===== src/rtl/fib_arbiter.sv =====
// fib_arbiter: round-robin share of one Fibonacci core among NUM_REQ requesters.
// One job in flight; the result goes back to the requester that issued it.
module fib_arbiter #(
  parameter int NUM_REQ = 4,
  parameter int IDW     = 2
) (
  input  logic                     clk,
  input  logic                     rst,
  input  logic [NUM_REQ-1:0]       req_valid,
  output logic [NUM_REQ-1:0]       req_ready,
  input  logic [32*NUM_REQ-1:0]    req_n,
  output logic [NUM_REQ-1:0]       rsp_valid,
  input  logic [NUM_REQ-1:0]       rsp_ready,
  output logic signed [31:0]       rsp_data,
  output logic                     busy,
  output logic [IDW-1:0]           grant_id,
  output logic                     core_ready,
  output logic signed [31:0]       core_in_n,
  input  logic                     core_valid,
  output logic                     core_accept,
  input  logic signed [31:0]       core_out
);

  typedef enum logic [1:0] {
    IDLE,
    START,
    WAIT,
    RESP
  } state_t;

  state_t state;

  logic [IDW-1:0]     last;
  logic [IDW-1:0]     win;
  logic               hit;
  logic signed [31:0] arg;
  logic signed [31:0] result;

  function automatic logic [IDW-1:0] wrap_idx(
    input logic [IDW-1:0] base,
    input int             step
  );
    return IDW'((int'(base) + step) % NUM_REQ);
  endfunction

  // Walk from farthest to nearest so the nearest valid after last wins.
  always_comb begin
    win = last;
    hit = |req_valid;
    for (int i = NUM_REQ; i >= 1; i--) begin
      if (req_valid[wrap_idx(last, i)]) begin
        win = wrap_idx(last, i);
      end
    end
  end

  always_ff @(posedge clk) begin
    if (rst) begin
      state    <= IDLE;
      last     <= IDW'(NUM_REQ - 1);
      grant_id <= '0;
      arg      <= '0;
      result   <= '0;
    end else begin
      unique case (state)
        IDLE: begin
          if (hit) begin
            arg      <= req_n[32*win +: 32];
            grant_id <= win;
            state    <= START;
          end
        end
        START: state <= WAIT;
        WAIT: begin
          if (core_valid) begin
            result <= core_out;
            state  <= RESP;
          end
        end
        RESP: begin
          if (rsp_ready[grant_id]) begin
            last  <= grant_id;
            state <= IDLE;
          end
        end
        default: state <= IDLE;
      endcase
    end
  end

  always_comb begin
    req_ready = '0;
    rsp_valid = '0;
    if (state == IDLE && hit) begin
      req_ready[win] = 1'b1;
    end
    if (state == RESP) begin
      rsp_valid[grant_id] = 1'b1;
    end
  end

  // The core's valid flag is only trusted while a job is outstanding.
  assign core_accept = (state == WAIT) && core_valid;
  assign core_ready  = (state == START);
  assign core_in_n   = core_ready ? arg : '0;
  assign busy        = (state != IDLE);
  assign rsp_data    = result;

endmodule

===== config.mk =====
export PLATFORM = sky130hd
export DESIGN_NAME = fib_arbiter
export DESIGN_NICKNAME = d
export VERILOG_FILES = /design/src/rtl/fib_arbiter.sv
export SDC_FILE = /design/constraint.sdc
export NUM_CORES = 1
export LEC_CHECK = 0
export ABC_CLOCK_PERIOD_IN_PS = 3600
export CAP_MARGIN = 25
export CORE_AREA = 2 2 112 103
export CTS_BUF_LIST = sky130_fd_sc_hd__clkbuf_2 sky130_fd_sc_hd__clkbuf_4 sky130_fd_sc_hd__clkbuf_8
export DETAILED_ROUTE_END_ITERATION = 8
export DIE_AREA = 0 0 114 105
export HOLD_SLACK_MARGIN = 0.05
export PLACE_DENSITY = 0.78
export SLEW_MARGIN = 20
export SYNTH_ARGS = -nofsm -noshare
export SYNTH_HDL_FRONTEND = slang
export SYNTH_SLANG_ARGS = --single-unit

===== constraint.sdc =====
create_clock -name clk -period 3.6 [get_ports clk]
set_input_delay 1.08 -clock clk [delete_from_list [all_inputs] [get_ports clk]]
set_output_delay 1.08 -clock clk [all_outputs]
set_load 0.02 [all_outputs]

==> Yosys cells after proc, flatten, opt, wreduce, memory -nomap -nowiden <==
Cells that the tools add are included.
{ "op_classes": {"n_addsub": 4, "magnitude_cmp": 8, "eq_ne": 6, "shift": 1, "n_mux": 25, "reduce_logical": 11} }
{ "ops": {"columns": ["operator", "count"], "rows": [
  ["indexed part select 128 x 8 -> 32 bit", 1],
  ["2-to-1 mux 32 bit", 1],
  ["less-than comparator 2 x 3 -> 1 bit (second input constant)", 6],
  ["2-to-1 mux 2 bit", 7],
  ["binary-select mux 1 bit (select 2 bit)", 5],
  ["2-to-1 mux 4 bit", 2],
  ["one-hot mux 2 bit (4 select lines)", 1],
  ["2-to-1 mux 1 bit", 7],
  ["!= test 2 bit (second input constant)", 3],
  ["AND reduction 2 bit", 3],
  ["adder 2 x 1 -> 2 bit (second input constant)", 2],
  ["adder 2 bit (second input constant)", 2],
  ["demux 1 bit (select 2 bit)", 2],
  ["== test 2 bit (second input constant)", 2],
  ["greater-or-equal comparator 2 x 1 -> 1 bit (second input constant)", 2],
  ["logical AND 1 bit", 4],
  ["OR reduction 4 bit", 1],
  ["AND reduction 3 bit", 1],
  ["== test 2 x 1 -> 1 bit (second input constant)", 1],
  ["zero test 2 bit", 1],
  ["nonzero test 2 bit", 1]
]} }
{ "word_totals": {"register_bits": 70, "input_bits": 171, "out_inout_bits": 77, "elab_cells": 60} }

==> Logic depth before layout (Yosys ltp) <==
Gate-level depths: netlist (run 1).
{ "depth": {"word_depth": 12, "ltp_mapped": 8, "ltp_nobuf": 7} }

==> Worst setup path after synthesis (run 1) <==
Ideal clock, no wire load.
{ "synth_path": {"path_kind": "input to output", "start": "input port req_valid[3]", "end": "output port req_ready[0]", "arrival_time_ps": 2487, "required_ps": 2520, "setup_slack_ps": 33, "stages": 7, "n_path_buf": 2, "cell_sequence": "nand2b_1 -> o21ai_1 -> a221oi_4 -> buf_12 -> buf_12 -> inv_2 -> nor3_1"} }
{ "synth_between": {"elab_chain_len": 11, "word_cells_on_any_way": 20, "cone_classes": "order compare: 2; mux: 15; reduce/logical: 3"} }
{ "synth_lines": {"columns": ["item", "line", "rtl"], "rows": [
  ["from (decl)", "9", "input logic [NUM_REQ-1:0] req_valid,"],
  ["binary-select mux 1 bit (select 2 bit)", "51", "if (req_valid[wrap_idx(last, i)]) begin"],
  ["2-to-1 mux 1 bit (not written as such)", "51", null],
  ["2-to-1 mux 2 bit (4 in a row)", "51", null],
  ["less-than comparator 2 x 3 -> 1 bit (not written as such) / greater-or-equal comparator 2 x 1 -> 1 bit (equally long branches)", "95", "req_ready[win] = 1'b1;"],
  ["logical AND 1 bit (not written as such)", "95", null],
  ["2-to-1 mux 1 bit (not written as such)", "95", null],
  ["demux 1 bit (select 2 bit)", "95", null],
  ["2-to-1 mux 4 bit *", "94", "if (state == IDLE && hit) begin"],
  ["to (decl)", "10", "output logic [NUM_REQ-1:0] req_ready,"]
]} }
Every way passes the cells marked *; elsewhere a longest branch is shown, timed or not. The select of a mux whose other input is x is not followed.

==> Worst setup path in the final report (run 1) <==
{ "layout_path": {"start": "input port req_valid[3]", "end": "output port req_ready[1]"} }
Same word-level chain as after synthesis.

==> results of run 1 <==
stage by stage:
stage          instances  total power [mW]  area, sq um  setup TNS [ns]
2_1_floorplan        412              1.89         3700               0
3_3_place_gp         781              2.50         6330           -1.80
3_5_place_dp         781              2.53         6330           -2.06
4_1_cts              801              3.21         6560         -0.0169
5_1_grt              801              3.37         6570               0
6_report             801              3.17         6570               0
worst min-delay path: cells and delay by family (launching register included):
family | cells | cell delay, ns
AND/OR/NAND/NOR | 1 | 0.05
AO/OA/AOI/OAI | 1 | 0.05
flip-flops | 1 | 0.31
repair_timing:
action / CTS / global route
gates resized for setup: 27 / 5
setup buffers: 4 / 0
cloned: 0 / 0
setup endpoints to repair: 4 / 4
pin swaps: 2 / 2
layout make-up:
cell class / count / area (sq um)
Tap cell: 133 / 166
Inverter: 7 / 26.3
Fill cell: 953 / 4150
Timing Repair Buffer: 270 / 2660
Sequential cell: 70 / 1400
Clock buffer: 10 / 131
Multi-Input combinational cell: 305 / 2110
Clock inverter: 6 / 68.8
metal layers:
metal	wire, um	share of wire, %
met4	127	1.0
met3	1000	7.9
met1	5020	39
met5	0	0
met2	6580	52
cell usage in the layout, fill, tap and decap left out, drive strengths merged:
master / instances
clkdlybuf4s50: 239
nand2: 101
dfxtp: 70
mux2i: 65
a21oi: 35
and2: 32
o221ai: 32
buf: 26
clkbuf: 11
inv: 9
nor2: 8
ha: 5
nand2b: 4
nor3: 4
and3: 3
o21a: 2
a211oi: 2
a211o: 2
dlymetal6s2s: 2
dlygate4sd2: 2
o21ai: 2
clkinv: 2
a221oi: 1
o211ai: 1
nor4: 1
nor3b: 1
mux4: 1
nor2b: 1
nand3b: 1
or3: 1
bufinv: 1
clkinvlp: 1
power groups by stage:
stage               Combinational, mW  Sequential, mW  Clock (mW)
global route                     1.56            1.10       0.715
finish                           1.44            1.08       0.654
global placement                 1.42            1.08           0
floorplan                       0.765            1.12           0
detailed placement               1.44            1.09           0
CTS                              1.46            1.08       0.679
flip-flops by register name, summed over array words and instances, names as in the netlist:
name and cells:
arg 32, rsp_data 32, grant_id 2, last 2, state 2
worst max-delay path by stage:
stage	slack (ns)	end	from	depth (start not counted)
final	0.15	req_ready[1]	req_valid[3]	7
after global routing	0.05	req_ready[0]	req_valid[3]	7
after CTS	-0.02	req_ready[0]	req_valid[2]	7
after detailed placement	-0.61	req_ready[0]	req_valid[3]	7
after global placement	-0.50	req_ready[0]	req_valid[3]	7
after floorplan	0.03	req_ready[0]	req_valid[3]	7
cells by family (layout without fill, tap and decap cells):
group | count (synthesis) | in the layout | share of synthesized area [%]
AND/OR/NAND/NOR | 157 | 157 | 19.1
AO/OA/AOI/OAI | 77 | 77 | 17.5
flip-flops | 70 | 70 | 37.9
multiplexers | 66 | 66 | 18.2
buffers and inverters | 37 | 293 | 5.65
adder cells (fa/ha/maj) | 5 | 5 | 1.69
==> metrics, run 1 <==
period utilization 96.0%; Seq pwr share 33.9%; Core Footprint between 0.01 and 0.015 sq mm; Hold Crit Depth 2; worst-path cell chain dlygate4sd2_1, buf_4, o21a_1, o21a_1, buf_4, nor3_1, buf_4; Hold Startpoint rsp_data[1]; Reg2Reg Depth 8; htree depth 3; Least-Margin Pin Slew ~0.42 ns; final core utilization between 60% and 70%; status finished, final reports clean; delay-heaviest family, CP buffers and inverters; CP peak stage delay ~0.28 ns; Num CTS Buffers 9; largest net degree at the start of global routing 33; hold buffer count at cts 0; Yosys warning total 0; M1 GR Usage approximately 22%; Post-Synthesis Cell Area about 0.0037 sq mm; IO Pins 248; Avg Cell Area, Syn about 9.0 sq um; CP dominant cell by count buf_4; Crit Path Max Fanout 3; Fmax slightly below 0.3 GHz; layout cells sized above 1 about a tenth; Area contributors post-synth dfxtp_1 38%, mux2i_1 18%, nand2_1 10%; EDFF count, synth 0; RR Startpoint last[0]; Max Root-Sink Buffers 2; Net Sw Frac a little over a third; drt wl/cell between 15 and 20 um; final WL 12.7 mm; Remaining Overflow, GRT 0; most used routing layer met2; CTS Root Cell clkbuf_8; diode count 0; worst hold-check path type reg -> reg; die width 114 um; Power Dens Cells approximately 480 mW/mm^2; max_cap viols 0; routing usage on met2 38.6%; Hold Vio Cnt, Final 0; minimum clock period after layout approximately 3.5 ns; Residual DRC 0; clk_skew between 0.009 and 0.01 ns; Yosys reg bits 70; Worst slew margin between 70 and 80%; TritonCTS Sinks 70; most common cell in the synthesized netlist nand2_1; top_reg_cell synth dfxtp_1; CTS tree yes; number of max-slew violations in the final report 0; Gate power share 45.4%; NetSw between 1 and 1.5 mW; proportion of power drawn by the clock network between 20% and 30%; met3 Use GR 7.19%; # setup viols final 0; Synth top area share between 30 and 40%; Port Buffers ~250; startpoint types input port; die area 0.0120 sq mm; Final ANT Viol Nets 0; R2R setup slack ~1.4 ns; vias in the first global route 3,998; Cell Int Power 2.02 mW; syn nets 588; Layout area overhead 77.6%; endpoint class of the critical path output port; Synth async-reset ratio 0%; Syn Inst Count roughly 410; Vias per Instance approximately 5; initial core utilization about a third; Synth cell types 31; CTS clock-pin slew for the worst setup and hold paths ~0.080 ns; first-pass GRT wire length 19.8 mm; pre-CTS WS -0.614 ns; gr usage total between 20% and 30%; Post-DP HPWL just under 10 mm; WP data required between 2 and 3 ns; Fin Hold WS around 0.46 ns; first-pass iteration count of the detailed router 4; DR iter-0 viols ~160; worst vdd ir a little under 300 uV; CP bufs+invs 4; num rows 36; initial antenna violation count 0; RSZ-0062 raised after global routing false; critical path data arrival time between 2 and 2.5 ns; Worst-Skew Late Latency about 0.34 ns; dominant cell type by area after synthesis dfxtp_1; Setup CP Type in -> out; RD Place Congestion roughly 0.8; register area share after synthesis between 30% and 40%; final worst slack approximately 0.15 ns; die height ~110 um; via count 3,913; leakage 2.62 nW; end of the worst hold path rsp_data[1]; fin nets 839; list of most frequent post-synthesis cells 101 x nand2_1, 70 x dfxtp_1, 65 x mux2i_1; Critical R2R Capture arg[29]; cell at the slowest stage of the critical path dlygate4sd2_1
No activity file was read; power rests on OpenSTA's default activity.
==> run 2: changes to the inputs <==
--- a/config.mk
+++ b/config.mk
@@ -7,12 +7,12 @@
 export LEC_CHECK = 0
 export ABC_CLOCK_PERIOD_IN_PS = 3600
 export CAP_MARGIN = 25
-export CORE_AREA = 2 2 112 103
+export CORE_AREA = 2 2 109 100
 export CTS_BUF_LIST = sky130_fd_sc_hd__clkbuf_2 sky130_fd_sc_hd__clkbuf_4 sky130_fd_sc_hd__clkbuf_8
 export DETAILED_ROUTE_END_ITERATION = 8
-export DIE_AREA = 0 0 114 105
+export DIE_AREA = 0 0 111 102
 export HOLD_SLACK_MARGIN = 0.05
-export PLACE_DENSITY = 0.78
+export PLACE_DENSITY = 0.82
 export SLEW_MARGIN = 20
 export SYNTH_ARGS = -nofsm -noshare
 export SYNTH_HDL_FRONTEND = slang
==> run 2 against run 1 <==
Net effect:
- largest cell class unchanged
- clock skew is 0.0011 ns higher
- sequential power barely moved
- critical path depth unchanged
- die area fell by 5.4%
- count of clock-buffer cells in the layout unchanged
- non-clock buffer count fell by 2
- routed wire length rose by 2.9%
- via count is 1.5% higher
- global-route usage grew 2.1 points
==> metrics, run 2 (synthesis gave the netlist of run 1 again) <==
fillers 841 (-12%); Hold Crit Depth 2 (unchanged); Num CTS Buffers 9 (unchanged); Remaining Overflow, GRT 0 (unchanged); CP Depth 7 (unchanged); cell at the slowest stage of the critical path clkdlybuf4s50_1; layout cells sized above 1 10.4% (+0.18 points); Crit Path Max Fanout 4 (+1); CTS tree yes; clk_skew 0.0106 ns (+0.00114 ns); Top Metal Used met4; critical path data arrival time 2.45 ns (+0.08 ns); endpoint class of the critical path output port; Routed met2 length 6.48 mm (-1.4%); final worst slack 0.0656 ns (-0.0798 ns); WP data required 2.52 ns (about the same); Port Buffers 247 (unchanged); Worst slew margin 37.5% (-35 points); Power Total 3.17 mW (about the same); Layout Cells excl Fill 795 (-0.75%); WL met3 1.32 mm (+32%); hold buffer count at cts 0 (unchanged); Hold Vio Cnt, Final 0 (unchanged); delay-heaviest family, CP buffers and inverters; Worst-Skew Late Latency 0.35 ns (about the same); die height 102 um (-2.9%); worst-path cell chain clkdlybuf4s50_1, buf_4, nor2_1, a221oi_4, buf_4, nor3_1, buf_4; RD Place Congestion 0.860 (+8.5%); via count 3,971 (+1.5%); Placed Cells 778 (-0.38%); first-pass GRT wire length 20.7 mm (+4.1%); vias in the first global route 4,142 (+3.6%); num rows 35 (-2.8%); final WL 13.1 mm (+2.9%); met1 WL 5.20 mm (+3.5%); CP peak stage delay 0.41 ns (+0.13 ns); pre-CTS WS -0.502 ns (+0.112 ns); Least-Margin Pin Slew 0.938 ns (+0.520 ns); Fmax 0.283 GHz (-2.3%); DR iter-0 viols 217 (+37%); period utilization 98.2% (+2.2 points); Core Footprint 0.0101 sq mm (-5.6%); drt wl/cell 16.5 um (+3.7%); worst vdd ir 318 uV (+7.0%); minimum clock period after layout 3.53 ns (+0.0798 ns); gr usage total 22.7% (+2.1 points); largest net degree at the start of global routing 57 (+73%); worst hold-check path type reg -> reg; TritonCTS Sinks 70 (unchanged); CTS Root Cell clkbuf_8; Reg2Reg Depth 6 (-2); RSZ-0062 raised after global routing false; Fin Hold WS 0.460 ns (+0.00360 ns); IO Pins 248 (unchanged); startpoint types input port; diode count 0 (unchanged); CTS clock-pin slew for the worst setup and hold paths 0.09 ns (about the same); Vias per Instance 4.99 (+2.2%); Post-DP HPWL 10.1 mm (+2.9%); die width 111 um (-2.6%); CP dominant cell by count buf_4; Power Dens Cells 484 mW/mm^2 (+0.25%); number of max-slew violations in the final report 0 (unchanged); Final ANT Viol Nets 0 (unchanged); setup TNS 0 ns (unchanged); initial antenna violation count 0 (unchanged); htree depth 3 (unchanged); max_cap viols 0 (unchanged); # setup viols final 0 (unchanged); most frequent cells in the layout 240 x clkdlybuf4s50_1, 100 x nand2_1, 70 x dfxtp_1, 65 x mux2i_1, 34 x a21oi_1; Layout area overhead 77.1%; first-pass iteration count of the detailed router 4 (unchanged); Setup CP Type in -> out; CP bufs+invs 4 (unchanged); fin nets 837 (-0.24%); initial core utilization 36.6% (+2.1 points); commonest non-fill, non-tap cell in the layout clkdlybuf4s50_1; die area 0.0113 sq mm (-5.4%); status finished, final reports clean; leakage 2.60 nW (-0.78%); Max Root-Sink Buffers 2 (unchanged); Residual DRC 0 (unchanged)
## run 2: worst paths after layout
kind | from | to | slack, ns
max reg2reg | last[0] | arg[0] | 1.11
max | req_valid[2] | req_ready[1] | 0.07
min | rsp_data[17] | rsp_data[17] | 0.46
min reg2reg | rsp_data[17] | rsp_data[17] | 0.46
## run 2: timing repair
item	4_1_cts	5_1_grt
endpoints found under the setup margin	4	4
hold endpoints to repair	0	0
pin swaps	1	3
gates resized for setup	25	9
buffers inserted	0	1
## run 2: power breakdown
part	internal (mW)	leakage (nW)	switching, mW	total [mW]
clock	0.281	0.0918	0.342	0.623
combinational	0.732	1.94	0.734	1.47
sequential	0.968	0.573	0.113	1.08
total	1.98	2.60	1.19	3.17
## run 2: through the flow
stage                     utilization, %  area [sq um]
final                               64.8          6550
after global routing                64.8          6550
after CTS                           64.5          6520
after detailed placement            62.4          6320
after global placement              62.4          6320
after floorplan                        -          3700
## run 2: layout make-up
| class | instances | area (sq um) | area share [%] |
|---|---|---|---|
| timing repair buffer | 268 | 2640 | 40.3 |
| clock inverter | 6 | 52.6 | 0.802 |
| inverter | 7 | 26.3 | 0.401 |
| sequential | 70 | 1400 | 21.4 |
| clock buffer | 10 | 138 | 2.10 |
| multi-input combinational | 305 | 2130 | 32.6 |
| tap | 129 | 161 | 2.46 |
## run 2: worst reg2reg max path, cell delays in order (launching register included)
cell and delay (ns):
dfxtp_1 0.41, nand2b_1 0.18, o21ai_2 0.08, a221oi_4 0.35, buf_4 0.76, mux2i_1 0.42
o221ai_1 0.17
## run 2: routing by layer
metal / up-vias / track usage [%]
met5: - / 0
met4: 0 / 5.67
met3: 9 / 9.13
met2: 179 / 41.3
met1: 1844 / 25.1
li1: 1939 / -
